==> src/rtl/xsram_arbiter_pkg.sv <==
// Shared encodings for the X data SRAM arbiter: slot owners, read-return tags
// and the default host starvation limit.
package xsram_arbiter_pkg;

    localparam int STARVE_MAX_DEF = 8;
    localparam int CNT_W          = 8;

    typedef enum logic [2:0] {
        OWN_NONE,
        OWN_HOSTF,
        OWN_WBUF,
        OWN_SEQ,
        OWN_WR,
        OWN_HOST
    } owner_t;

    typedef enum logic [1:0] {
        TAG_NONE,
        TAG_SEQ,
        TAG_HOST
    } tag_t;

    function automatic logic owner_is_host(input owner_t own);
        return (own == OWN_HOSTF) || (own == OWN_HOST);
    endfunction

endpackage

==> src/rtl/xsram_arbiter_if.sv <==
// Requester-side and SRAM-side signals of the X SRAM arbiter; slave is the
// arbiter's view, master is the view of whatever surrounds it.
interface xsram_arbiter_if #(
    parameter int AW = 16,
    parameter int DW = 128
);
    logic          PURGE;
    logic          RCEBX;
    logic [AW-1:0] RADDRX;
    logic          WCEBX;
    logic [AW-1:0] WADDRX;
    logic [DW-1:0] WDATAX;
    logic          X_STALL;
    logic          SEQ_RVALID;
    logic [DW-1:0] SEQ_RDATA;
    logic          HOST_REQ;
    logic          HOST_WE;
    logic [AW-1:0] HOST_ADDR;
    logic [DW-1:0] HOST_WDATA;
    logic          HOST_GNT;
    logic          HOST_RVALID;
    logic [DW-1:0] HOST_RDATA;
    logic          CEB;
    logic          WEB;
    logic [AW-1:0] A;
    logic [DW-1:0] D;
    logic [DW-1:0] Q;

    modport slave (
        input  PURGE, RCEBX, RADDRX, WCEBX, WADDRX, WDATAX,
        input  HOST_REQ, HOST_WE, HOST_ADDR, HOST_WDATA, Q,
        output X_STALL, SEQ_RVALID, SEQ_RDATA, HOST_GNT, HOST_RVALID, HOST_RDATA,
        output CEB, WEB, A, D
    );

    modport master (
        output PURGE, RCEBX, RADDRX, WCEBX, WADDRX, WDATAX,
        output HOST_REQ, HOST_WE, HOST_ADDR, HOST_WDATA, Q,
        input  X_STALL, SEQ_RVALID, SEQ_RDATA, HOST_GNT, HOST_RVALID, HOST_RDATA,
        input  CEB, WEB, A, D
    );
endinterface

==> src/rtl/xsram_starve_ctr.sv <==
// Counts cycles the host is kept waiting and raises host_force once the wait
// reaches STARVE_MAX, so the host wins the slot on the following cycle.
module xsram_starve_ctr
    import xsram_arbiter_pkg::*;
#(
    parameter int STARVE_MAX = STARVE_MAX_DEF
) (
    input  logic CLK,
    input  logic RST,
    input  logic purge,
    input  logic host_req,
    input  logic host_gnt,
    output logic host_force
);

    localparam logic [CNT_W-1:0] MAX_C = STARVE_MAX[CNT_W-1:0];

    logic [CNT_W-1:0] starve_cnt;

    always_ff @(posedge CLK or posedge RST) begin
        if (RST) begin
            starve_cnt <= '0;
            host_force <= 1'b0;
        end else if (purge || host_gnt) begin
            starve_cnt <= '0;
            host_force <= 1'b0;
        end else begin
            if (host_req && (starve_cnt != MAX_C))
                starve_cnt <= starve_cnt + 1'b1;
            host_force <= (starve_cnt == MAX_C);
        end
    end

endmodule

==> src/rtl/xsram_arbiter.sv <==
// Single-port X SRAM arbiter: sequencer reads, write-back through a one-entry
// holding buffer, and a host port protected from starvation.
module xsram_arbiter
    import xsram_arbiter_pkg::*;
#(
    parameter int AW         = 16,
    parameter int DW         = 128,
    parameter int STARVE_MAX = STARVE_MAX_DEF
) (
    input  logic            CLK,
    input  logic            RST,
    xsram_arbiter_if.slave  bus
);

    owner_t        owner;
    logic          host_force;
    logic          host_gnt;
    logic          x_stall;
    logic          wr_capture;
    logic          wbuf_valid;
    logic [AW-1:0] wbuf_addr;
    logic [DW-1:0] wbuf_data;
    tag_t          rd_tag_p1;

    // Reset forces the slot idle so the SRAM is never enabled while RST is high.
    always_comb begin
        owner = OWN_NONE;
        if (RST)                owner = OWN_NONE;
        else if (host_force)    owner = OWN_HOSTF;
        else if (wbuf_valid)    owner = OWN_WBUF;
        else if (!bus.RCEBX)    owner = OWN_SEQ;
        else if (!bus.WCEBX)    owner = OWN_WR;
        else if (bus.HOST_REQ)  owner = OWN_HOST;
    end

    assign x_stall  = (wbuf_valid & ~bus.RCEBX)
                    | (host_force & (~bus.RCEBX | ~bus.WCEBX));
    assign host_gnt = owner_is_host(owner);

    // A write not issuing directly is parked whenever the slot went to the
    // sequencer read or to the previously buffered write.
    assign wr_capture = ~bus.WCEBX & ~x_stall
                      & ((owner == OWN_SEQ) || (owner == OWN_WBUF));

    always_comb begin
        bus.A   = bus.RADDRX;
        bus.D   = bus.WDATAX;
        bus.WEB = 1'b1;
        bus.CEB = (owner == OWN_NONE);
        case (owner)
            OWN_HOSTF, OWN_HOST: begin
                bus.A   = bus.HOST_ADDR;
                bus.D   = bus.HOST_WDATA;
                bus.WEB = ~bus.HOST_WE;
            end
            OWN_WBUF: begin
                bus.A   = wbuf_addr;
                bus.D   = wbuf_data;
                bus.WEB = 1'b0;
            end
            OWN_SEQ: begin
                bus.A   = bus.RADDRX;
            end
            OWN_WR: begin
                bus.A   = bus.WADDRX;
                bus.D   = bus.WDATAX;
                bus.WEB = 1'b0;
            end
            default: ;
        endcase
    end

    always_ff @(posedge CLK or posedge RST) begin
        if (RST)
            wbuf_valid <= 1'b0;
        else if (wr_capture)
            wbuf_valid <= 1'b1;
        else if (owner == OWN_WBUF)
            wbuf_valid <= 1'b0;
    end

    always_ff @(posedge CLK) begin
        if (wr_capture) begin
            wbuf_addr <= bus.WADDRX;
            wbuf_data <= bus.WDATAX;
        end
    end

    // Stage p1: read-return tag, aligned with Q one cycle after the access.
    always_ff @(posedge CLK or posedge RST) begin
        if (RST)
            rd_tag_p1 <= TAG_NONE;
        else if (owner == OWN_SEQ)
            rd_tag_p1 <= TAG_SEQ;
        else if (owner_is_host(owner) && !bus.HOST_WE)
            rd_tag_p1 <= TAG_HOST;
        else
            rd_tag_p1 <= TAG_NONE;
    end

    assign bus.X_STALL     = x_stall;
    assign bus.HOST_GNT    = host_gnt;
    assign bus.SEQ_RVALID  = (rd_tag_p1 == TAG_SEQ);
    assign bus.HOST_RVALID = (rd_tag_p1 == TAG_HOST);
    assign bus.SEQ_RDATA   = bus.Q;
    assign bus.HOST_RDATA  = bus.Q;

    xsram_starve_ctr #(
        .STARVE_MAX (STARVE_MAX)
    ) u_starve (
        .CLK        (CLK),
        .RST        (RST),
        .purge      (bus.PURGE),
        .host_req   (bus.HOST_REQ),
        .host_gnt   (host_gnt),
        .host_force (host_force)
    );

endmodule

==> src/flat_wrapper.sv <==
// flat-port wrapper written by rule: the top's interface ports become plain ports
module xsram_arbiter_flat import xsram_arbiter_pkg::*;
#(
    parameter int AW         = 16,
    parameter int DW         = 128,
    parameter int STARVE_MAX = STARVE_MAX_DEF
)
  (CLK, RST, bus_PURGE, bus_RCEBX, bus_RADDRX, bus_WCEBX, bus_WADDRX, bus_WDATAX, bus_HOST_REQ, bus_HOST_WE, bus_HOST_ADDR, bus_HOST_WDATA, bus_Q, bus_X_STALL, bus_SEQ_RVALID, bus_SEQ_RDATA, bus_HOST_GNT, bus_HOST_RVALID, bus_HOST_RDATA, bus_CEB, bus_WEB, bus_A, bus_D);
  xsram_arbiter_if #(.AW(AW), .DW(DW)) bus_i ();
  input  logic CLK;
  input  logic RST;
  input wire logic [$bits(bus_i.PURGE)-1:0] bus_PURGE;
  input wire logic [$bits(bus_i.RCEBX)-1:0] bus_RCEBX;
  input wire logic [$bits(bus_i.RADDRX)-1:0] bus_RADDRX;
  input wire logic [$bits(bus_i.WCEBX)-1:0] bus_WCEBX;
  input wire logic [$bits(bus_i.WADDRX)-1:0] bus_WADDRX;
  input wire logic [$bits(bus_i.WDATAX)-1:0] bus_WDATAX;
  input wire logic [$bits(bus_i.HOST_REQ)-1:0] bus_HOST_REQ;
  input wire logic [$bits(bus_i.HOST_WE)-1:0] bus_HOST_WE;
  input wire logic [$bits(bus_i.HOST_ADDR)-1:0] bus_HOST_ADDR;
  input wire logic [$bits(bus_i.HOST_WDATA)-1:0] bus_HOST_WDATA;
  input wire logic [$bits(bus_i.Q)-1:0] bus_Q;
  output wire logic [$bits(bus_i.X_STALL)-1:0] bus_X_STALL;
  output wire logic [$bits(bus_i.SEQ_RVALID)-1:0] bus_SEQ_RVALID;
  output wire logic [$bits(bus_i.SEQ_RDATA)-1:0] bus_SEQ_RDATA;
  output wire logic [$bits(bus_i.HOST_GNT)-1:0] bus_HOST_GNT;
  output wire logic [$bits(bus_i.HOST_RVALID)-1:0] bus_HOST_RVALID;
  output wire logic [$bits(bus_i.HOST_RDATA)-1:0] bus_HOST_RDATA;
  output wire logic [$bits(bus_i.CEB)-1:0] bus_CEB;
  output wire logic [$bits(bus_i.WEB)-1:0] bus_WEB;
  output wire logic [$bits(bus_i.A)-1:0] bus_A;
  output wire logic [$bits(bus_i.D)-1:0] bus_D;
  assign bus_i.PURGE = bus_PURGE;
  assign bus_i.RCEBX = bus_RCEBX;
  assign bus_i.RADDRX = bus_RADDRX;
  assign bus_i.WCEBX = bus_WCEBX;
  assign bus_i.WADDRX = bus_WADDRX;
  assign bus_i.WDATAX = bus_WDATAX;
  assign bus_i.HOST_REQ = bus_HOST_REQ;
  assign bus_i.HOST_WE = bus_HOST_WE;
  assign bus_i.HOST_ADDR = bus_HOST_ADDR;
  assign bus_i.HOST_WDATA = bus_HOST_WDATA;
  assign bus_i.Q = bus_Q;
  assign bus_X_STALL = bus_i.X_STALL;
  assign bus_SEQ_RVALID = bus_i.SEQ_RVALID;
  assign bus_SEQ_RDATA = bus_i.SEQ_RDATA;
  assign bus_HOST_GNT = bus_i.HOST_GNT;
  assign bus_HOST_RVALID = bus_i.HOST_RVALID;
  assign bus_HOST_RDATA = bus_i.HOST_RDATA;
  assign bus_CEB = bus_i.CEB;
  assign bus_WEB = bus_i.WEB;
  assign bus_A = bus_i.A;
  assign bus_D = bus_i.D;
  xsram_arbiter #(.AW(AW), .DW(DW), .STARVE_MAX(STARVE_MAX)) u_core (.CLK(CLK), .RST(RST), .bus(bus_i));
endmodule
==> config.mk <==
export PLATFORM = sky130hd
export DESIGN_NAME = xsram_arbiter_flat
export DESIGN_NICKNAME = d
export VERILOG_FILES = /design/src/rtl/xsram_arbiter_pkg.sv /design/src/rtl/xsram_arbiter_if.sv /design/src/rtl/xsram_starve_ctr.sv /design/src/rtl/xsram_arbiter.sv /design/src/flat_wrapper.sv
export SDC_FILE = /design/constraint.sdc
export NUM_CORES = 1
export LEC_CHECK = 0
export BUFFER_PORTS_ARGS = -buffer_cell sky130_fd_sc_hd__buf_2
export CELL_PAD_IN_SITES_DETAIL_PLACEMENT = 0
export CELL_PAD_IN_SITES_GLOBAL_PLACEMENT = 1
export CORE_AREA = 2 2 325 327
export CTS_CLUSTER_DIAMETER = 200
export DETAILED_ROUTE_END_ITERATION = 12
export DIE_AREA = 0 0 327 329
export GPL_TIMING_DRIVEN = 0
export MAX_ROUTING_LAYER = met4
export PLACE_DENSITY_LB_ADDON = 0.25
export SKIP_CTS_REPAIR_TIMING = 1
export SYNTH_ARGS = -nofsm -noshare
export SYNTH_HDL_FRONTEND = slang
export SYNTH_HIERARCHICAL = 1
export SYNTH_SLANG_ARGS = --single-unit
==> constraint.sdc <==
create_clock -name CLK -period 18.7 [get_ports CLK]
set_input_delay 3.74 -clock CLK [delete_from_list [all_inputs] [get_ports CLK]]
set_output_delay 3.74 -clock CLK [all_outputs]
set_load 0.005 [all_outputs]
# Yosys cells after proc, flatten, opt, wreduce, memory -nomap -nowiden
# Cells that the tools add are included.
# Widths: inputs -> output; s select.
# totals
ff_bits	156
wordCells	53
out_inout_bits	406
input_bits	439
# op_classes
bitwise_logic	10
add_sub_neg	1
reduce_logical	11
mux	16
eq_ne	9
# op_table
op	n
$pmux 128 s2	1
$pmux 16 s3	1
$mux 3	6
$mux 8	2
$add 8x1->8 const B	1
$eq 8x4->1 const B	1
$ne 8x4->1 const B	1
$eq 3x2->1 const B	2
$eq 3x3->1 const B	2
$and 1x1->1	4
$mux 2	2
$not 1->1	4
$reduce_bool 2->1	2
$reduce_or 2->1	2
$eq 3x1->1 const B	1
$logic_not 3->1	1
$logic_or 1x1->1	3
$mux 1	3
$eq 2x1->1 const B	1
$eq 2x2->1 const B	1
$logic_and 1x1->1	2
$or 1x1->1	2
$pmux 1 s2	1
$logic_not 1->1	1

# Logic depth before layout (Yosys ltp)
# depth
ltp_word	11
mapped_depth	9
ltp_nobuf	6

# Cells and area by module
# The synthesis kept the hierarchy.
# by_module_without_submodules
mod	cells_each	area_per_inst_um2	instances	seq_area_each_um2
xsram_arbiter	1114	10729.0	1	4399.2
xsram_starve_ctr	52	478.0	1	225.2

# Least setup slack after synthesis
# No wires, ideal clock.
# synth_timing
path_type	input-to-reg
start	input port RST
end	register u_core.wbuf_addr[0] (enable)
arrival_ns	17.886
required_time_ns	17.697
stages	4
n_path_buf	3
setup_ns	1.003
path_slack_ns	-0.189
path_cell_list	buf_2 buf_2 buf_2 nor4_1
# synth_via
elab_chain_cells	4
word_cells_on_any_way	5
# synth_lines
item	line_no	text
from (decl)	flat_wrapper.sv:11	input logic RST;
$mux 3 (*)	xsram_arbiter.sv:28	if (RST) owner = OWN_NONE;
$eq 3x2->1	xsram_arbiter.sv:43	& ((owner == OWN_SEQ) || (owner == OWN_WBUF));
$logic_or 1x1->1 (*)	xsram_arbiter.sv:43	
$and 1x1->1 (*)	xsram_arbiter.sv:43	
net u_core.wr_capture	xsram_arbiter.sv:19	logic wr_capture;
to (signal assigned)	xsram_arbiter.sv:84	wbuf_addr <= bus.WADDRX;
to (decl)	xsram_arbiter.sv:21	logic [AW-1:0] wbuf_addr;
# Mark *: on every way through the listed nets, which the timed path passes. The rest lies on a longest branch.
# A chain may end at the register's enable or synchronous reset.

# Final worst setup path
# layout_timing
start	input port RST
end	output port bus_D[59]
# layout_via
elab_chain_cells	4
word_cells_on_any_way	6
# layout_lines
item	line_no	text
$mux 3 (*)	xsram_arbiter.sv:28	
$eq 3x3->1 or $eq 3x1->1 (tied branches)	xsram_arbiter.sv:50	case (owner)
$reduce_or 2->1	xsram_arbiter.sv:50	
$pmux 128 s2 (*)	xsram_arbiter.sv:50	
to (decl)	flat_wrapper.sv:32	output wire logic [$bits(bus_i.D)-1:0] bus_D;
# Every way passes the cells marked *; elsewhere a longest branch is shown, timed or not.

==> flow_summary.json <==
{
  "outcome": "complete, no violations",
  "h-tree-depth": 4,
  "hpwl_microns": 49800,
  "drive_above_1_share": 0.549,
  "drc": 0,
  "grt_max_degree": 17,
  "synth_cell_types": 40,
  "grt_pass1_vias": 11700,
  "io_buffers": 716,
  "grt_pass1_wl_microns": 83500,
  "cts_buffers": 17,
  "dieArea_sq_mm": 0.108,
  "cp_max_fo": 10,
  "antenna_found_initial": 7,
  "synth_ff_type": "edfxtp_1",
  "worst_slew_pin_slew_ns": 1.15,
  "drt_wl_total_microns": 61400,
  "routedWlPerCell_microns": 18.4,
  "hold_path_class": "flip-flop to flip-flop",
  "fin_tns_setup_ns": 0,
  "die_w_microns": 327,
  "cts_tree": "done",
  "nets": 2355,
  "maxUsedRoutingLayer": "met4",
  "arrival_ns": 6.94,
  "maxSlewViolCount": 0,
  "drtPass1Iterations": 5,
  "ys_async_sr_fraction": 0.0769,
  "p_leak_uw": 0.00759,
  "met1_length_microns": 24800,
  "syn_nets": 1607,
  "yosysSeqAreaShare": 0.413,
  "required_ns": 14.96,
  "post-route-period-util": 0.571,
  "clkLatencyLatePin_ns": 0.50,
  "dr_wl_met2_microns": 31800,
  "setup_viol": 0,
  "synthCells": 1166,
  "worstSetupStartpointType": "input port",
  "crit_type": "input port to output pin",
  "via_count": 11700,
  "gp_congestion": 0.842,
  "met3_length_microns": 4200,
  "numClockSinks": 156,
  "power_density_mw_per_mm2": 65.1,
  "placeableCoreArea_sq_mm": 0.104,
  "holdPathStages": 2,
  "cp-end-kind": "output pin",
  "drt_first_iter_violations": 731,
  "power_uw": 1130,
  "synth.avg_cell_area_sq_um": 9.61,
  "finalClockSkew_ns": 0.0125,
  "ir_worst_vdd_uv": 46.3,
  "vias_per_cell": 3.51,
  "cap_violations": 0,
  "gr-total-overflow": 0,
  "synth_edf_count": 144,
  "fin_crit_ns": 10.68,
  "ant_nets": 0,
  "initial_core_util": 0.107,
  "io_pins": 845,
  "grt_usage": 0.111,
  "cts_root_buf": "clkbuf_16",
  "syn_area_sq_mm": 0.0112,
  "hold_viol": 0,
  "max-slew-margin-rel": 0.234,
  "die_h_microns": 329,
  "reg2reg_depth": 10,
  "max_freq_mhz": 93.6,
  "cts_buffer_depth": 2,
  "yosys_register_bits": 156,
  "synthToLayoutAreaGrowth_pct": 54.8,
  "yosysWarnings": 6,
  "row_count": 119,
  "rsz0062_at_grt": "false",
  "path_clk_slew_ns": 0.06
}
final cells by class:
class,instances,area (sq um)
Fill cell,11900,87000
Sequential cell,156,4620
Multi-Input combinational cell,639,4100
Timing Repair Buffer,729,3760
Buffer,348,2410
Tap cell,1391,1740
Clock buffer,18,429
Clock inverter,14,169
Inverter,23,86.3
Antenna cell,10,25.0
routing by layer:
layer | vias to the layer above | GRT usage
met5 | - | -
met3 | 28 | 0.0269
met2 | 535 | 0.192
li1 | 5539 | -
met1 | 5584 | 0.130
met4 | 0 | 0.0247
cell usage in the layout (no fill, tap or decap), drive strengths merged, types with 7 or more instances in the layout:
cell	count
a221o	128
a32oi	16
buf	1024
clkbuf	71
dfrtp	12
diode	10
edfxtp	144
inv	25
nand2	138
nand2b	131
nand3	19
nor2	7
o2111ai	16
o21ai	134
o221ai	16
report_power, final:
group	switching, uW	leakage, uW	internal (uW)
clock network	172	0.000281	210
registers	4.25	0.00149	400
logic	181	0.00582	162
registers in the layout, summed over array words and instances (netlist names):
name,cells
u_core/wbuf_data,128
u_core/wbuf_addr,16
u_core/u_starve/starve_cnt,8
u_core/rd_tag_p1,2
u_core/u_starve/host_force,1
u_core/wbuf_valid,1
synthesized netlist by cell type, drive strengths merged (2+ instances only):
| cell type | n | area [sq um] |
|---|---|---|
| nor2 | 7 | 26.3 |
| mux2i | 2 | 20.0 |
| o221ai | 16 | 140 |
| edfxtp | 144 | 4320 |
| inv | 22 | 82.6 |
| nand3 | 19 | 100 |
| a221o | 128 | 1280 |
| ha | 2 | 25.0 |
| nand2b | 131 | 820 |
| buf | 295 | 2210 |
| or3 | 3 | 20.0 |
| o21ai | 134 | 674 |
| dfrtp | 12 | 300 |
| o31ai | 2 | 15.0 |
| or2 | 2 | 12.5 |
| a21oi | 4 | 20.0 |
| nor2b | 5 | 31.3 |
| xor2 | 3 | 26.3 |
| nand2 | 138 | 518 |
| clkbuf | 53 | 200 |
| o2111ai | 16 | 140 |
| nand4 | 2 | 12.5 |
| a31oi | 2 | 12.5 |
| a32oi | 16 | 140 |
critical path: stages:
cell      delay [ns]
buf_2           0.09
buf_2           0.29
buf_2           0.42
clkbuf_1        0.89
clkbuf_1        0.80
nand2_1         0.08
o21ai_0         0.11
a221o_1         0.29
buf_2           0.19
cells by family (layout without fill, tap and decap cells):
| logic type | after synthesis | in the layout | share of synthesized area |
|---|---|---|---|
| flip-flops | 156 | 156 | 0.413 |
| AO/OA/AOI/OAI | 320 | 320 | 0.218 |
| multiplexers | 2 | 2 | 0.00179 |
| AND/OR/NAND/NOR | 312 | 312 | 0.141 |
| buffers and inverters | 371 | 1132 | 0.223 |
| adder cells (fa/ha/maj) | 2 | 2 | 0.00223 |
| other | 0 | 10 | 0 |
| XOR/XNOR | 3 | 3 | 0.00234 |
stage by stage:
stage | hold WS [ns] | instances | setup WS [ns] | utilization | area, sq um
3_3_place_gp | 0.544 | 3273 | -0.108 | 0.158 | 16500
5_1_grt | 0.579 | 3322 | 7.61 | 0.166 | 17300
3_5_place_dp | 0.551 | 3286 | 7.69 | 0.160 | 16700
2_1_floorplan | 0.520 | 1166 | 5.93 | - | 11200
6_report | 0.564 | 3328 | 8.02 | 0.166 | 17300
4_1_cts | 0.561 | 3318 | 7.69 | 0.166 | 17300
final timing paths:
kind | slack (ns) | startpoint | end
max in group asynchronous | 14.45 | RST | u_core/wbuf_valid
worst min register to register | 0.56 | u_core/u_starve/starve_cnt[7] | u_core/u_starve/starve_cnt[7]
worst min-delay path | 0.56 | u_core/u_starve/starve_cnt[7] | u_core/u_starve/starve_cnt[7]
min in group asynchronous | 3.22 | RST | u_core/u_starve/starve_cnt[3]
worst max register to register | 15.82 | u_core/wbuf_valid | u_core/wbuf_data[77]
worst max-delay path | 8.02 | RST | bus_D[59]
Note: power is estimated with default switching activity, not from simulation.
